[src/rtl/seq_alu_pkg.sv]
// Shared constants for seq_alu: opcodes, illegal-opcode boundary and FSM state encodings.
package seq_alu_pkg;

  localparam int unsigned OPW = 3;
  localparam int unsigned SW  = 2;

  localparam logic [OPW-1:0] OP_ADD         = 3'd0;
  localparam logic [OPW-1:0] OP_SUB         = 3'd1;
  localparam logic [OPW-1:0] OP_MUL         = 3'd2;
  localparam logic [OPW-1:0] OP_DIV         = 3'd3;
  localparam logic [OPW-1:0] OP_MOD         = 3'd4;
  localparam logic [OPW-1:0] OP_SQR         = 3'd5;
  localparam logic [OPW-1:0] OP_ILLEGAL_MIN = 3'd6;

  localparam logic [SW-1:0] S_IDLE = 2'd0;
  localparam logic [SW-1:0] S_DIV  = 2'd1;
  localparam logic [SW-1:0] S_HOLD = 2'd2;

  function automatic logic is_illegal(input logic [OPW-1:0] op);
    return op >= OP_ILLEGAL_MIN;
  endfunction

endpackage

[src/rtl/seq_alu_if.sv]
// Operand/result handshake bundle for seq_alu; master drives operations, slave is the ALU.
interface seq_alu_if #(parameter int unsigned NBIT = 4);
  import seq_alu_pkg::*;

  localparam int unsigned RW = 2 * NBIT;

  logic            in_valid;
  logic            in_ready;
  logic [OPW-1:0]  op;
  logic [NBIT-1:0] a;
  logic [NBIT-1:0] b;
  logic            out_valid;
  logic            out_ready;
  logic [RW-1:0]   result;
  logic            dz;
  logic            err;
  logic            sat;

  modport master (
    output in_valid, op, a, b, out_ready,
    input  in_ready, out_valid, result, dz, err, sat
  );

  modport slave (
    input  in_valid, op, a, b, out_ready,
    output in_ready, out_valid, result, dz, err, sat
  );

endinterface

[src/rtl/seq_alu_div.sv]
// Iterative unsigned restoring divider: one quotient bit per cycle, NBIT cycles total.
// The first step is taken on the start cycle so done pulses NBIT-1 cycles after start.
module seq_alu_div
  import seq_alu_pkg::*;
#(
  parameter int unsigned NBIT = 4
) (
  input  logic            clk,
  input  logic            rst,
  input  logic            start,
  input  logic [NBIT-1:0] dividend,
  input  logic [NBIT-1:0] divisor,
  output logic            busy,
  output logic            done,
  output logic [NBIT-1:0] quotient,
  output logic [NBIT-1:0] remainder
);

  localparam int unsigned CW = $clog2(NBIT + 1);

  logic [NBIT-1:0] dvsr_q;
  logic [CW-1:0]   cnt_q;
  logic [NBIT-1:0] src_rem_c;
  logic [NBIT-1:0] src_quo_c;
  logic [NBIT-1:0] src_dvsr_c;
  logic [NBIT:0]   part_c;
  logic [NBIT:0]   diff_c;
  logic            ge_c;

  // Step operands come straight from the inputs on the start cycle.
  always_comb begin
    src_rem_c  = start ? '0 : remainder;
    src_quo_c  = start ? dividend : quotient;
    src_dvsr_c = start ? divisor : dvsr_q;
    part_c     = {src_rem_c, src_quo_c[NBIT-1]};
    ge_c       = part_c >= {1'b0, src_dvsr_c};
    diff_c     = part_c - {1'b0, src_dvsr_c};
  end

  always_ff @(posedge clk or posedge rst) begin
    if (rst) begin
      quotient  <= '0;
      remainder <= '0;
      dvsr_q    <= '0;
      cnt_q     <= '0;
      busy      <= 1'b0;
      done      <= 1'b0;
    end else begin
      done <= 1'b0;
      if (start || busy) begin
        remainder <= ge_c ? diff_c[NBIT-1:0] : part_c[NBIT-1:0];
        quotient  <= {src_quo_c[NBIT-2:0], ge_c};
      end
      if (start) begin
        dvsr_q <= divisor;
        cnt_q  <= CW'(NBIT - 1);
        busy   <= 1'b1;
      end else if (busy) begin
        cnt_q <= cnt_q - CW'(1);
        if (cnt_q == CW'(1)) begin
          busy <= 1'b0;
          done <= 1'b1;
        end
      end
    end
  end

endmodule

[src/rtl/seq_alu.sv]
// Clocked ALU (add/sub/mul/div/mod/sqr) with valid/ready in and out, one operation in flight.
// Define SEQ_ALU_SAT_EN to clamp ADD overflow / SUB underflow and report it on sat.
module seq_alu
  import seq_alu_pkg::*;
#(
  parameter int unsigned NBIT = 4
) (
  input  logic      clk,
  input  logic      rst,
  seq_alu_if.slave  bus
);

  localparam int unsigned RW = 2 * NBIT;
  localparam int unsigned XW = NBIT + 1;

  logic [SW-1:0]   state_q, state_d;
  logic            in_ready_q, in_ready_d;
  logic            out_valid_q, out_valid_d;
  logic [RW-1:0]   result_q, result_d;
  logic            dz_q, dz_d;
  logic            err_q, err_d;
  logic            sat_q, sat_d;
  logic            is_mod_q, is_mod_d;
  logic            div_start_c;

  logic [XW-1:0]   sum_c;
  logic [XW-1:0]   diff_c;
  logic [RW-1:0]   prod_c;
  logic [RW-1:0]   sqr_c;

  logic            div_busy;
  logic            div_done;
  logic [NBIT-1:0] div_quo;
  logic [NBIT-1:0] div_rem;

  assign sum_c  = XW'(bus.a) + XW'(bus.b);
  assign diff_c = XW'(bus.a) - XW'(bus.b);
  assign prod_c = RW'(bus.a) * RW'(bus.b);
  assign sqr_c  = RW'(bus.a) * RW'(bus.a);

  seq_alu_div #(.NBIT(NBIT)) u_div (
    .clk       (clk),
    .rst       (rst),
    .start     (div_start_c),
    .dividend  (bus.a),
    .divisor   (bus.b),
    .busy      (div_busy),
    .done      (div_done),
    .quotient  (div_quo),
    .remainder (div_rem)
  );

  always_ff @(posedge clk or posedge rst) begin
    if (rst) begin
      state_q     <= S_IDLE;
      in_ready_q  <= 1'b1;
      out_valid_q <= 1'b0;
      result_q    <= '0;
      dz_q        <= 1'b0;
      err_q       <= 1'b0;
      sat_q       <= 1'b0;
      is_mod_q    <= 1'b0;
    end else begin
      state_q     <= state_d;
      in_ready_q  <= in_ready_d;
      out_valid_q <= out_valid_d;
      result_q    <= result_d;
      dz_q        <= dz_d;
      err_q       <= err_d;
      sat_q       <= sat_d;
      is_mod_q    <= is_mod_d;
    end
  end

  always_comb begin
    state_d     = state_q;
    in_ready_d  = in_ready_q;
    out_valid_d = out_valid_q;
    result_d    = result_q;
    dz_d        = dz_q;
    err_d       = err_q;
    sat_d       = sat_q;
    is_mod_d    = is_mod_q;
    div_start_c = 1'b0;

    case (state_q)
      S_IDLE: begin
        if (bus.in_valid && in_ready_q) begin
          // Every opcode except a real divide finishes here; the divide path overrides below.
          state_d     = S_HOLD;
          in_ready_d  = 1'b0;
          out_valid_d = 1'b1;
          dz_d        = 1'b0;
          err_d       = 1'b0;
          sat_d       = 1'b0;
          result_d    = '0;
          case (bus.op)
            OP_ADD: begin
`ifdef SEQ_ALU_SAT_EN
              if (sum_c[NBIT]) begin
                result_d = RW'({NBIT{1'b1}});
                sat_d    = 1'b1;
              end else begin
                result_d = RW'(sum_c);
              end
`else
              result_d = RW'(sum_c);
`endif
            end
            OP_SUB: begin
`ifdef SEQ_ALU_SAT_EN
              if (diff_c[NBIT]) begin
                result_d = '0;
                sat_d    = 1'b1;
              end else begin
                result_d = RW'(diff_c);
              end
`else
              result_d = RW'(diff_c);
`endif
            end
            OP_MUL: result_d = prod_c;
            OP_SQR: result_d = sqr_c;
            OP_DIV, OP_MOD: begin
              is_mod_d = (bus.op == OP_MOD);
              if (bus.b == '0) begin
                result_d = (bus.op == OP_MOD) ? RW'(bus.a) : RW'({NBIT{1'b1}});
                dz_d     = 1'b1;
              end else begin
                state_d     = S_DIV;
                out_valid_d = 1'b0;
                div_start_c = 1'b1;
              end
            end
            default: err_d = is_illegal(bus.op);
          endcase
        end
      end

      S_DIV: begin
        if (div_done && !div_busy) begin
          state_d     = S_HOLD;
          out_valid_d = 1'b1;
          result_d    = is_mod_q ? RW'(div_rem) : RW'(div_quo);
        end
      end

      S_HOLD: begin
        if (bus.out_ready) begin
          state_d     = S_IDLE;
          in_ready_d  = 1'b1;
          out_valid_d = 1'b0;
          result_d    = '0;
          dz_d        = 1'b0;
          err_d       = 1'b0;
          sat_d       = 1'b0;
        end
      end

      default: begin
        state_d     = S_IDLE;
        in_ready_d  = 1'b1;
        out_valid_d = 1'b0;
      end
    endcase
  end

  assign bus.in_ready  = in_ready_q;
  assign bus.out_valid = out_valid_q;
  assign bus.result    = result_q;
  assign bus.dz        = dz_q;
  assign bus.err       = err_q;
  assign bus.sat       = sat_q;

endmodule

[src/flat_wrapper.sv]
// flat-port wrapper written by rule: the top's interface ports become plain ports
module seq_alu_flat import seq_alu_pkg::*;
#(
  parameter int unsigned NBIT = 4
)
  (clk, rst, bus_in_valid, bus_op, bus_a, bus_b, bus_out_ready, bus_in_ready, bus_out_valid, bus_result, bus_dz, bus_err, bus_sat);
  seq_alu_if #(.NBIT(NBIT)) bus_i ();
  input  logic clk;
  input  logic rst;
  input wire logic [$bits(bus_i.in_valid)-1:0] bus_in_valid;
  input wire logic [$bits(bus_i.op)-1:0] bus_op;
  input wire logic [$bits(bus_i.a)-1:0] bus_a;
  input wire logic [$bits(bus_i.b)-1:0] bus_b;
  input wire logic [$bits(bus_i.out_ready)-1:0] bus_out_ready;
  output wire logic [$bits(bus_i.in_ready)-1:0] bus_in_ready;
  output wire logic [$bits(bus_i.out_valid)-1:0] bus_out_valid;
  output wire logic [$bits(bus_i.result)-1:0] bus_result;
  output wire logic [$bits(bus_i.dz)-1:0] bus_dz;
  output wire logic [$bits(bus_i.err)-1:0] bus_err;
  output wire logic [$bits(bus_i.sat)-1:0] bus_sat;
  assign bus_i.in_valid = bus_in_valid;
  assign bus_i.op = bus_op;
  assign bus_i.a = bus_a;
  assign bus_i.b = bus_b;
  assign bus_i.out_ready = bus_out_ready;
  assign bus_in_ready = bus_i.in_ready;
  assign bus_out_valid = bus_i.out_valid;
  assign bus_result = bus_i.result;
  assign bus_dz = bus_i.dz;
  assign bus_err = bus_i.err;
  assign bus_sat = bus_i.sat;
  seq_alu #(.NBIT(NBIT)) u_core (.clk(clk), .rst(rst), .bus(bus_i));
endmodule
[config.mk]
export PLATFORM = sky130hd
export DESIGN_NAME = seq_alu_flat
export DESIGN_NICKNAME = d
export VERILOG_FILES = /design/src/rtl/seq_alu_pkg.sv /design/src/rtl/seq_alu_if.sv /design/src/rtl/seq_alu_div.sv /design/src/rtl/seq_alu.sv /design/src/flat_wrapper.sv
export SDC_FILE = /design/constraint.sdc
export NUM_CORES = 1
export LEC_CHECK = 0
export ABC_CLOCK_PERIOD_IN_PS = 3900
export BUFFER_PORTS_ARGS = -buffer_cell sky130_fd_sc_hd__buf_4
export CAP_MARGIN = 0
export CORE_MARGIN = 4
export CORE_UTILIZATION = 60
export CTS_CLUSTER_SIZE = 16
export DETAILED_ROUTE_END_ITERATION = 7
export GPL_ROUTABILITY_DRIVEN = 0
export PLACE_DENSITY = 0.88
export RECOVER_POWER = 25
export SYNTH_ARGS = -nofsm -noshare
export SYNTH_HDL_FRONTEND = slang
export SYNTH_HIERARCHICAL = 1
export SYNTH_SLANG_ARGS = --single-unit
[constraint.sdc]
create_clock -name clk -period 3.9 [get_ports clk]
set_clock_uncertainty 0.15 [all_clocks]
set_input_delay 0.195 -clock clk [delete_from_list [all_inputs] [get_ports clk]]
set_output_delay 0.195 -clock clk [all_outputs]
set_load 0.01 [all_outputs]
### After elaboration in Yosys (flattened, before gate mapping)

Cells that the tools add are included.

| word-level totals | value |
|---|---|
| logic and storage cells | 97 |
| bits of input ports | 15 |
| register bits | 33 |

| cells by class | value |
|---|---|
| reductions and logical operators | 17 |
| order comparisons | 2 |
| bitwise logic cells | 1 |
| multiplexer cells | 46 |
| $mul | 2 |
| eq/ne operators | 11 |
| $add $sub $neg | 4 |

Operator list:

| kind | count |
|---|---|
| case mux 8 bit (5 select lines) | 1 |
| 2-to-1 mux 8 bit | 4 |
| 2-to-1 mux 4 bit | 6 |
| case mux 8 bit (3 select lines) | 1 |
| 2-to-1 mux 1 bit | 21 |
| multiplier 4 x 4 -> 8 bit | 2 |
| AND reduction 3 bit | 4 |
| 2-to-1 mux 2 bit | 5 |
| == test 3 x 1 -> 1 bit, second input constant | 2 |
| == test 3 x 2 -> 1 bit, second input constant | 2 |
| == test 3 bit, second input constant | 2 |
| 2-to-1 mux 3 bit | 2 |
| case mux 1 bit (2 select lines) | 3 |
| case mux 1 bit (3 select lines) | 2 |
| case mux 2 bit (3 select lines) | 1 |
| OR reduction 6 bit | 1 |
| adder 4 x 4 -> 5 bit | 1 |
| >= comparator 5 x 4 -> 1 bit | 1 |
| subtractor 4 x 4 -> 5 bit | 1 |
| zero test 4 bit | 1 |
| inequality test 2 x 1 -> 1 bit, second input constant | 2 |
| AND reduction 4 bit | 1 |
| nonzero test 2 bit | 2 |
| subtractor 4 bit | 1 |
| other kinds (13) | 14 |

### Longest topological paths before layout

Gate-level depths: netlist of the first run.

| logic depth | value |
|---|---|
| depth after elaboration | 8 |
| depth in mapped cells | 13 |

### Cells and area by module

Netlist of the first run, hierarchy kept.

Modules (own cells, without submodules):

| module | area an instance (um2) | cells an instance | times used |
|---|---|---|---|
| seq_alu | 1,895.6 | 231 | 1 |
| seq_alu_div | 1,027.2 | 101 | 1 |

### Worst setup path before layout of the first run

Ideal clock, no wire load.

| timing | value |
|---|---|
| path type | register to register |
| from | register u_core.state_q[1] |
| to | register u_core.u_div.remainder[1] |
| setup slack | 610 ps |
| period minus slack after synthesis | 3,290 ps |
| cell stages (with the launch flop) | 12 |
| path buffers | 1 |
| setup time | 140 ps |
| data arrival time | 3,000 ps |
| cells stage by stage | dfrtp_1 inv_1 ha_1 inv_1 nor3_1 buf_2 mux2_2 ha_1 nand2b_1 a221o_1 a21boi_2 o221ai_1 |

| on the way | value |
|---|---|
| longest elaborated chain between the ends | 5 |

Ends and longest elaborated chain:

| what | RTL line | source |
|---|---|---|
| from (decl) | seq_alu.sv:16 | `logic [SW-1:0] state_q, state_d;` |
| from (signal assigned) | seq_alu.sv:64 | `state_q <= state_d;` |
| zero test 2 bit (*) | seq_alu.sv:86 | `case (state_q)` |
| 2-to-1 mux 1 bit (*) | seq_alu.sv:86 |  |
| named net u_core.div_start_c | seq_alu.sv:24 | `logic div_start_c;` |
| 2-to-1 mux 4 bit (*) | - |  |
| named net u_core.u_div.src_dvsr_c[0] | seq_alu_div.sv:25 | `logic [NBIT-1:0] src_dvsr_c;` |
| subtractor 4 bit or >= comparator 5 x 4 -> 1 bit (tied branches) | seq_alu_div.sv:37, seq_alu_div.sv:36 |  |
| 2-to-1 mux 4 bit (*) | seq_alu_div.sv:51 | `remainder <= ge_c ? diff_c[NBIT-1:0] : part_c[NBIT-1:0];` |
| to (signal assigned) | seq_alu_div.sv:51 |  |
| to (decl) | seq_alu_div.sv:16 | `output logic [NBIT-1:0] remainder` |

Mark *: on every way through the listed nets, which the timed path passes. The rest lies on a longest branch.
A chain may end at the register's enable or synchronous reset.

### Final worst setup path of the first run

| timing | value |
|---|---|
| from | register u_core.state_q[1] |
| to | register u_core.u_div.remainder[2] |

| on the way | value |
|---|---|
| longest elaborated chain between the ends | 5 |

Ends and longest elaborated chain:

| what | RTL line |
|---|---|
| zero test 2 bit (*) | seq_alu.sv:86 |
| 2-to-1 mux 1 bit (*) | seq_alu.sv:86 |
| named net u_core.div_start_c | seq_alu.sv:24 |
| 2-to-1 mux 4 bit, on equally long branches | - |
| subtractor 4 bit or >= comparator 5 x 4 -> 1 bit (tied branches) | seq_alu_div.sv:37, seq_alu_div.sv:36 |
| 2-to-1 mux 4 bit | seq_alu_div.sv:51 |

Marks and branches as above.

==> metrics.cfg, run 1 <==
[cts]
cts.sinks = 31
cts_tree = built
clock_latency_ns = 0.29
cts_buffers = 5
cts_setup_buffers = 0
path_clk_slew_ns = 0.06
cts_hold_buf = 1
root_buffer = clkbuf_8
post_cts_resized = 0
clockBufferDepth = 2
cts_max_level = 2

[synthesis]
synth_area_sq_mm = 0.002923
synth_top_area_share = 0.2568
ys.flop_type = dfrtp_1
yosys_warnings = 6
synth_area_leaders = dfrtp_1, ha_1, fa_1
syn_nets = 385
synthArstFlopShare = 1.000
synth.most_common_cell = ha_1
synth_seq_cells = 31
synth_edf_count = 0
seq_area_frac_synth = 0.2658
yosys.area.top_type = dfrtp_1
netlist_top_cells_count = ha_1, dfrtp_1, nand2_1
avgSynthCellArea_sq_um = 8.804
ys_types = 64
netlist_instances = 332

[sta]
holdWs_ns = 0.07712
worst_slew_pin_slew_ns = 0.6954
slew_headroom = 0.5359
finalHoldViolCount = 0
fin_ws_ns = 0.4142
finalSetupViolCount = 0
setup_tns_ns = 0
rsz0062_at_grt = no
fin_crit_sh = 0.8938
slew_viol_final = 0
max_freq_mhz = 286.9
period_needed_ns = 3.486

[cells_and_area]
fin_nets = 405
stdcell_count = 420
syn_to_final_growth_pct = 10.27
utilization = 0.6824
antenna-diode-count = 0
drive_gt1_frac = 0.1445

[critical_path]
critPathCaptureType = flip-flop
worst-path-max-fanout = 23
critical_path_class = reg2reg
crit_arrival_ns = 3.48
cp_data_required_time_ns = 3.90
start_kind = flip-flop

[flow_run]
maxCapViolations = 0

[drt]
vias = 2525
dr.pass1.iters = 5
ant_nets = 0
drcViolationCount = 0
drt_iter0_drc = 263
avgRoutedWirePerCell_um = 16.10
wl_um = 6764
viasPerCell = 6.012

[die]
dieArea_sq_mm = 0.006052
num_io_pins = 28
coreArea_sq_mm = 0.004723
start_util = 0.6188
die_w_um = 77.80
die_h_um = 77.80
row_count = 25

[power]
power_density_mw_per_mm2 = 642.2
ir_worst_vdd_v = 0.0006186
p_leak_nw = 1.484

[hold_path]
hold_path.class = in2reg

[global_route]
grt_pass1_wl_um = 11650
antenna_found_initial = 0
grt_pass1_vias = 2579
grt-ovfl-total = 0
grt_util_all_layers = 0.2371
grt_max_degree = 24

[placed_design]
dpl.cell_count = 411
dp_hpwl_um = 5073
io_buffers = 26
dp_slack_ns = 0.4791

[outcome]
run_status = finished, final reports clean

power breakdown:
| part | leakage [nW] | total, mW | switching (mW) | internal (mW) |
|---|---|---|---|---|
| Clock | 0.0482 | 0.267 | 0.124 | 0.142 |
| Combinational | 1.06 | 1.23 | 0.693 | 0.542 |
| Sequential | 0.380 | 0.569 | 0.110 | 0.459 |
| Total | 1.48 | 2.07 | 0.927 | 1.14 |
cell type report:
class	instances	area, sq um
multi-input cells	261	1979
clock inverters	1	5.005
well taps	67	83.83
repair buffers	28	197.7
inverters	25	93.84
clock buffers	7	86.33
flip-flops and latches	31	777.0
fillers	385	1500
kinds of logic (layout without fill, tap and decap cells):
kind of cell,after synthesis,in the layout,share of synthesized area
flops,31,31,0.2658
fa+ha+maj,38,38,0.1806
other cells,1,1,0.001283
mux,14,14,0.05180
xor+xnor,14,14,0.04195
compound gates,82,82,0.1965
buf+inv,40,61,0.05865
simple gates,112,112,0.2033
layout by cell type (no fill, tap or decap), types with 4 or more instances in the layout:
cell / n
nor2b_1: 10
o21ai_0: 11
mux2_2: 6
dfrtp_1: 30
mux2i_1: 7
buf_4: 22
fa_1: 7
o21ai_1: 6
xor2_1: 8
nand2b_1: 13
o31ai_1: 4
a21oi_1: 18
and2_1: 13
clkbuf_1: 5
a22oi_1: 5
a311oi_1: 4
clkbuf_8: 6
nor2_1: 25
xnor2_1: 6
a21o_1: 5
nand2_1: 29
inv_1: 25
ha_1: 31
per-layer routing:
layer / GRT usage / up-vias / wire length [um]
met3: 0.03944 / 16 / 384
met2: 0.4161 / 92 / 3415
met1: 0.2936 / 1207 / 2861
met4: 0.07829 / 0 / 102
li1: - / 1210 / -
met5: 0 / - / 0
final timing paths:
check                                             to                 start  slack (ns)  cells past startpoint
hold / removal                u_core/u_div/dvsr_q[0]              bus_b[0]        0.08                      2
hold reg to reg                 u_core/bus.result[5]  u_core/bus.result[5]        0.34                      2
max in group asynchronous   u_core/u_div/quotient[2]                   rst        2.73                      3
min in group asynchronous       u_core/bus.result[0]                   rst        0.36                      3
setup / recovery           u_core/u_div/remainder[2]     u_core/state_q[1]        0.41                     12
setup reg to reg           u_core/u_div/remainder[2]     u_core/state_q[1]        0.41                     12
sequential cells by signal, summed over array words and instances, names as in the netlist, 2 cells and up:
name / count
u_core/u_div/dvsr_q: 4
u_core/u_div/quotient: 4
u_core/u_div/cnt_q: 3
u_core/u_div/remainder: 4
u_core/bus.result: 8
u_core/state_q: 2
worst max-delay path: stages, from the launching register on:
cell	delay, ns
dfrtp_1	0.42
inv_1	0.12
ha_1	0.22
inv_1	0.14
nor3_2	0.22
buf_4	0.30
mux2i_2	0.30
ha_1	0.21
inv_1	0.06
fa_1	0.40
xor2_1	0.17
a2111oi_0	0.53
a311oi_1	0.10
through the flow:
stage / cell area [sq um] / total power [mW]
3_5_place_dp: 3137 / 1.785
5_1_grt: 3223 / 2.240
4_1_cts: 3238 / 2.065
3_3_place_gp: 3137 / 1.733
6_report: 3223 / 2.070
2_1_floorplan: 2923 / 1.498
No activity file was read; power rests on OpenSTA's default activity.
==> run 2: changes to the inputs <==
--- a/config.mk
+++ b/config.mk
@@ -14,7 +14,7 @@
 export DETAILED_ROUTE_END_ITERATION = 7
 export GPL_ROUTABILITY_DRIVEN = 0
 export PLACE_DENSITY = 0.88
-export RECOVER_POWER = 25
+export RECOVER_POWER = 50
 export SYNTH_ARGS = -nofsm -noshare
 export SYNTH_HDL_FRONTEND = slang
 export SYNTH_HIERARCHICAL = 1
==> run 2 against run 1 <==
Compared with the run above:
- maximum frequency hardly changed
- die area did not move
- largest cell class unchanged
- sequential share of layout area is 0.20 points higher
- flip-flop and latch count unchanged
- highest routed layer unchanged
- hold slack improved by 0.0013 ns
- critical path depth did not move
- largest power group unchanged
==> metrics.cfg, run 2 (same netlist as run 1, synthesis figures left out) <==
[cts]
cts_tree = built
path_clk_slew_ns = 0.07
cts_buffers = 5
clockBufferDepth = 2
cts_hold_buf = 1
cts.sinks = 31
post_cts_resized = 0
root_buffer = clkbuf_8
clock_latency_ns = 0.29
cts_max_level = 2
cts_setup_buffers = 0

[outcome]
run_status = finished, final reports clean

[sta]
worst_slew_pin_slew_ns = 0.6954
period_needed_ns = 3.486
finalSetupViolCount = 0
max_freq_mhz = 286.9
fin_crit_sh = 0.8938
setup_tns_ns = 0
slew_viol_final = 0
holdWs_ns = 0.07845
finalHoldViolCount = 0
fin_ws_ns = 0.4141
rsz0062_at_grt = no
slew_headroom = 0.5359

[die]
row_count = 25
die_w_um = 77.80
coreArea_sq_mm = 0.004723
num_io_pins = 28
start_util = 0.6188
die_h_um = 77.80
dieArea_sq_mm = 0.006052

[drt]
wl_um = 6772
ant_nets = 0
dr.pass1.iters = 5
drt_iter0_drc = 262
vias = 2532
viasPerCell = 6.029
drcViolationCount = 0
avgRoutedWirePerCell_um = 16.12

[cells_and_area]
layout_common_cells = ha_1, dfrtp_1, nand2_1, nor2_1, inv_1
layout_commonest_cell = ha_1
largest_reg_flops = 8
syn_to_final_growth_pct = 9.375
antenna-diode-count = 0
fin_nets = 405
drive_gt1_frac = 0.1246

[global_route]
gr-usage-met2 = 0.4161
grt_pass1_wl_um = 11650
met1_usage = 0.2936
top_usage_layer = met2
grt_util_all_layers = 0.2371
grt_pass1_vias = 2579
grt_max_degree = 24
antenna_found_initial = 0
grt-ovfl-total = 0
use_met3 = 0.03944

[critical_path]
cp_data_required_time_ns = 3.90
crit_family = adder cells
reg2reg_setup_slack_ns = 0.41
crit_path_frequent_cell = inv_1
slowest_delay_ns = 0.53
worstRegToRegCells = 12
reg2reg_from = u_core/state_q[1]
r2r-end = u_core/u_div/remainder[2]
crit_chain = inv_1, ha_1, inv_1, nor3_2, buf_4, mux2i_2, ha_1, inv_1, fa_1, xor2_1, a2111oi_0, a311oi_1
worst-path-max-fanout = 23
crit_path_top_delay_cell = a2111oi_0
crit_arrival_ns = 3.48
critical_path_class = reg2reg
critPathCaptureType = flip-flop
cp_num_buf_inv = 4
start_kind = flip-flop

[flow_run]
maxCapViolations = 0

[placed_design]
dp_slack_ns = 0.4791
io_buffers = 26
dp_hpwl_um = 5073

[hold_path]
min_to = u_core/u_div/dvsr_q[0]
hold_depth = 2
min_from = bus_b[0]
hold_path.class = in2reg

[power]
power_density_mw_per_mm2 = 641.0
p_leak_nw = 1.455
ir_worst_vdd_v = 0.0006185

run 2: worst reg2reg max path: cells and delay by family, from the launching register on:
kind,cells,cell delay (ns)
XOR/XNOR,1,0.17
adder cells (fa/ha/maj),3,0.83
buffers and inverters,4,0.62
AO/OA/AOI/OAI,2,0.63
AND/OR/NAND/NOR,1,0.22
multiplexers,1,0.31
flip-flops,1,0.42
run 2: per-stage QoR:
stage / instances / utilization / cell area (sq um) / total power [mW]
final: 420 / 0.6768 / 3197 / 2.049
after global routing: 420 / 0.6768 / 3197 / 2.220
after CTS: 420 / 0.6856 / 3238 / 2.065
after detailed placement: 411 / 0.6641 / 3137 / 1.785
after global placement: 411 / 0.6641 / 3137 / 1.733
after floorplan: 332 / - / 2923 / 1.498
run 2: final cells by class:
class,count,area [sq um]
Clock buffer,7,86.33
Inverter,25,93.84
Timing Repair Buffer,28,171.4
Tap cell,67,83.83
Sequential cell,31,777.0
Clock inverter,1,5.005
Fill cell,390,1526
Multi-Input combinational cell,261,1979
run 2: how the worst max path moves through the flow:
stage | to | slack (ns) | startpoint | cells after the start
floorplan | u_core/u_div/remainder[1] | 0.61 | u_core/state_q[1] | 11
global placement | u_core/u_div/remainder[2] | 0.54 | u_core/state_q[1] | 12
global route | u_core/u_div/remainder[2] | 0.16 | u_core/state_q[1] | 12
CTS | u_core/u_div/remainder[2] | 0.43 | u_core/state_q[1] | 12
detailed placement | u_core/u_div/remainder[2] | 0.48 | u_core/state_q[1] | 12
finish | u_core/u_div/remainder[2] | 0.41 | u_core/state_q[1] | 12
run 2: report_power, final:
group          switching (mW)  internal (mW)  total, mW
Combinational           0.693          0.522       1.21
Clock                   0.124          0.142      0.266
Sequential              0.109          0.459      0.568
run 2: per-layer routing:
metal | part of all wire | vias up
li1 | - | 1210
met5 | 0 | -
met3 | 0.059 | 17
met4 | 0.016 | 0
met2 | 0.50 | 97
met1 | 0.42 | 1208
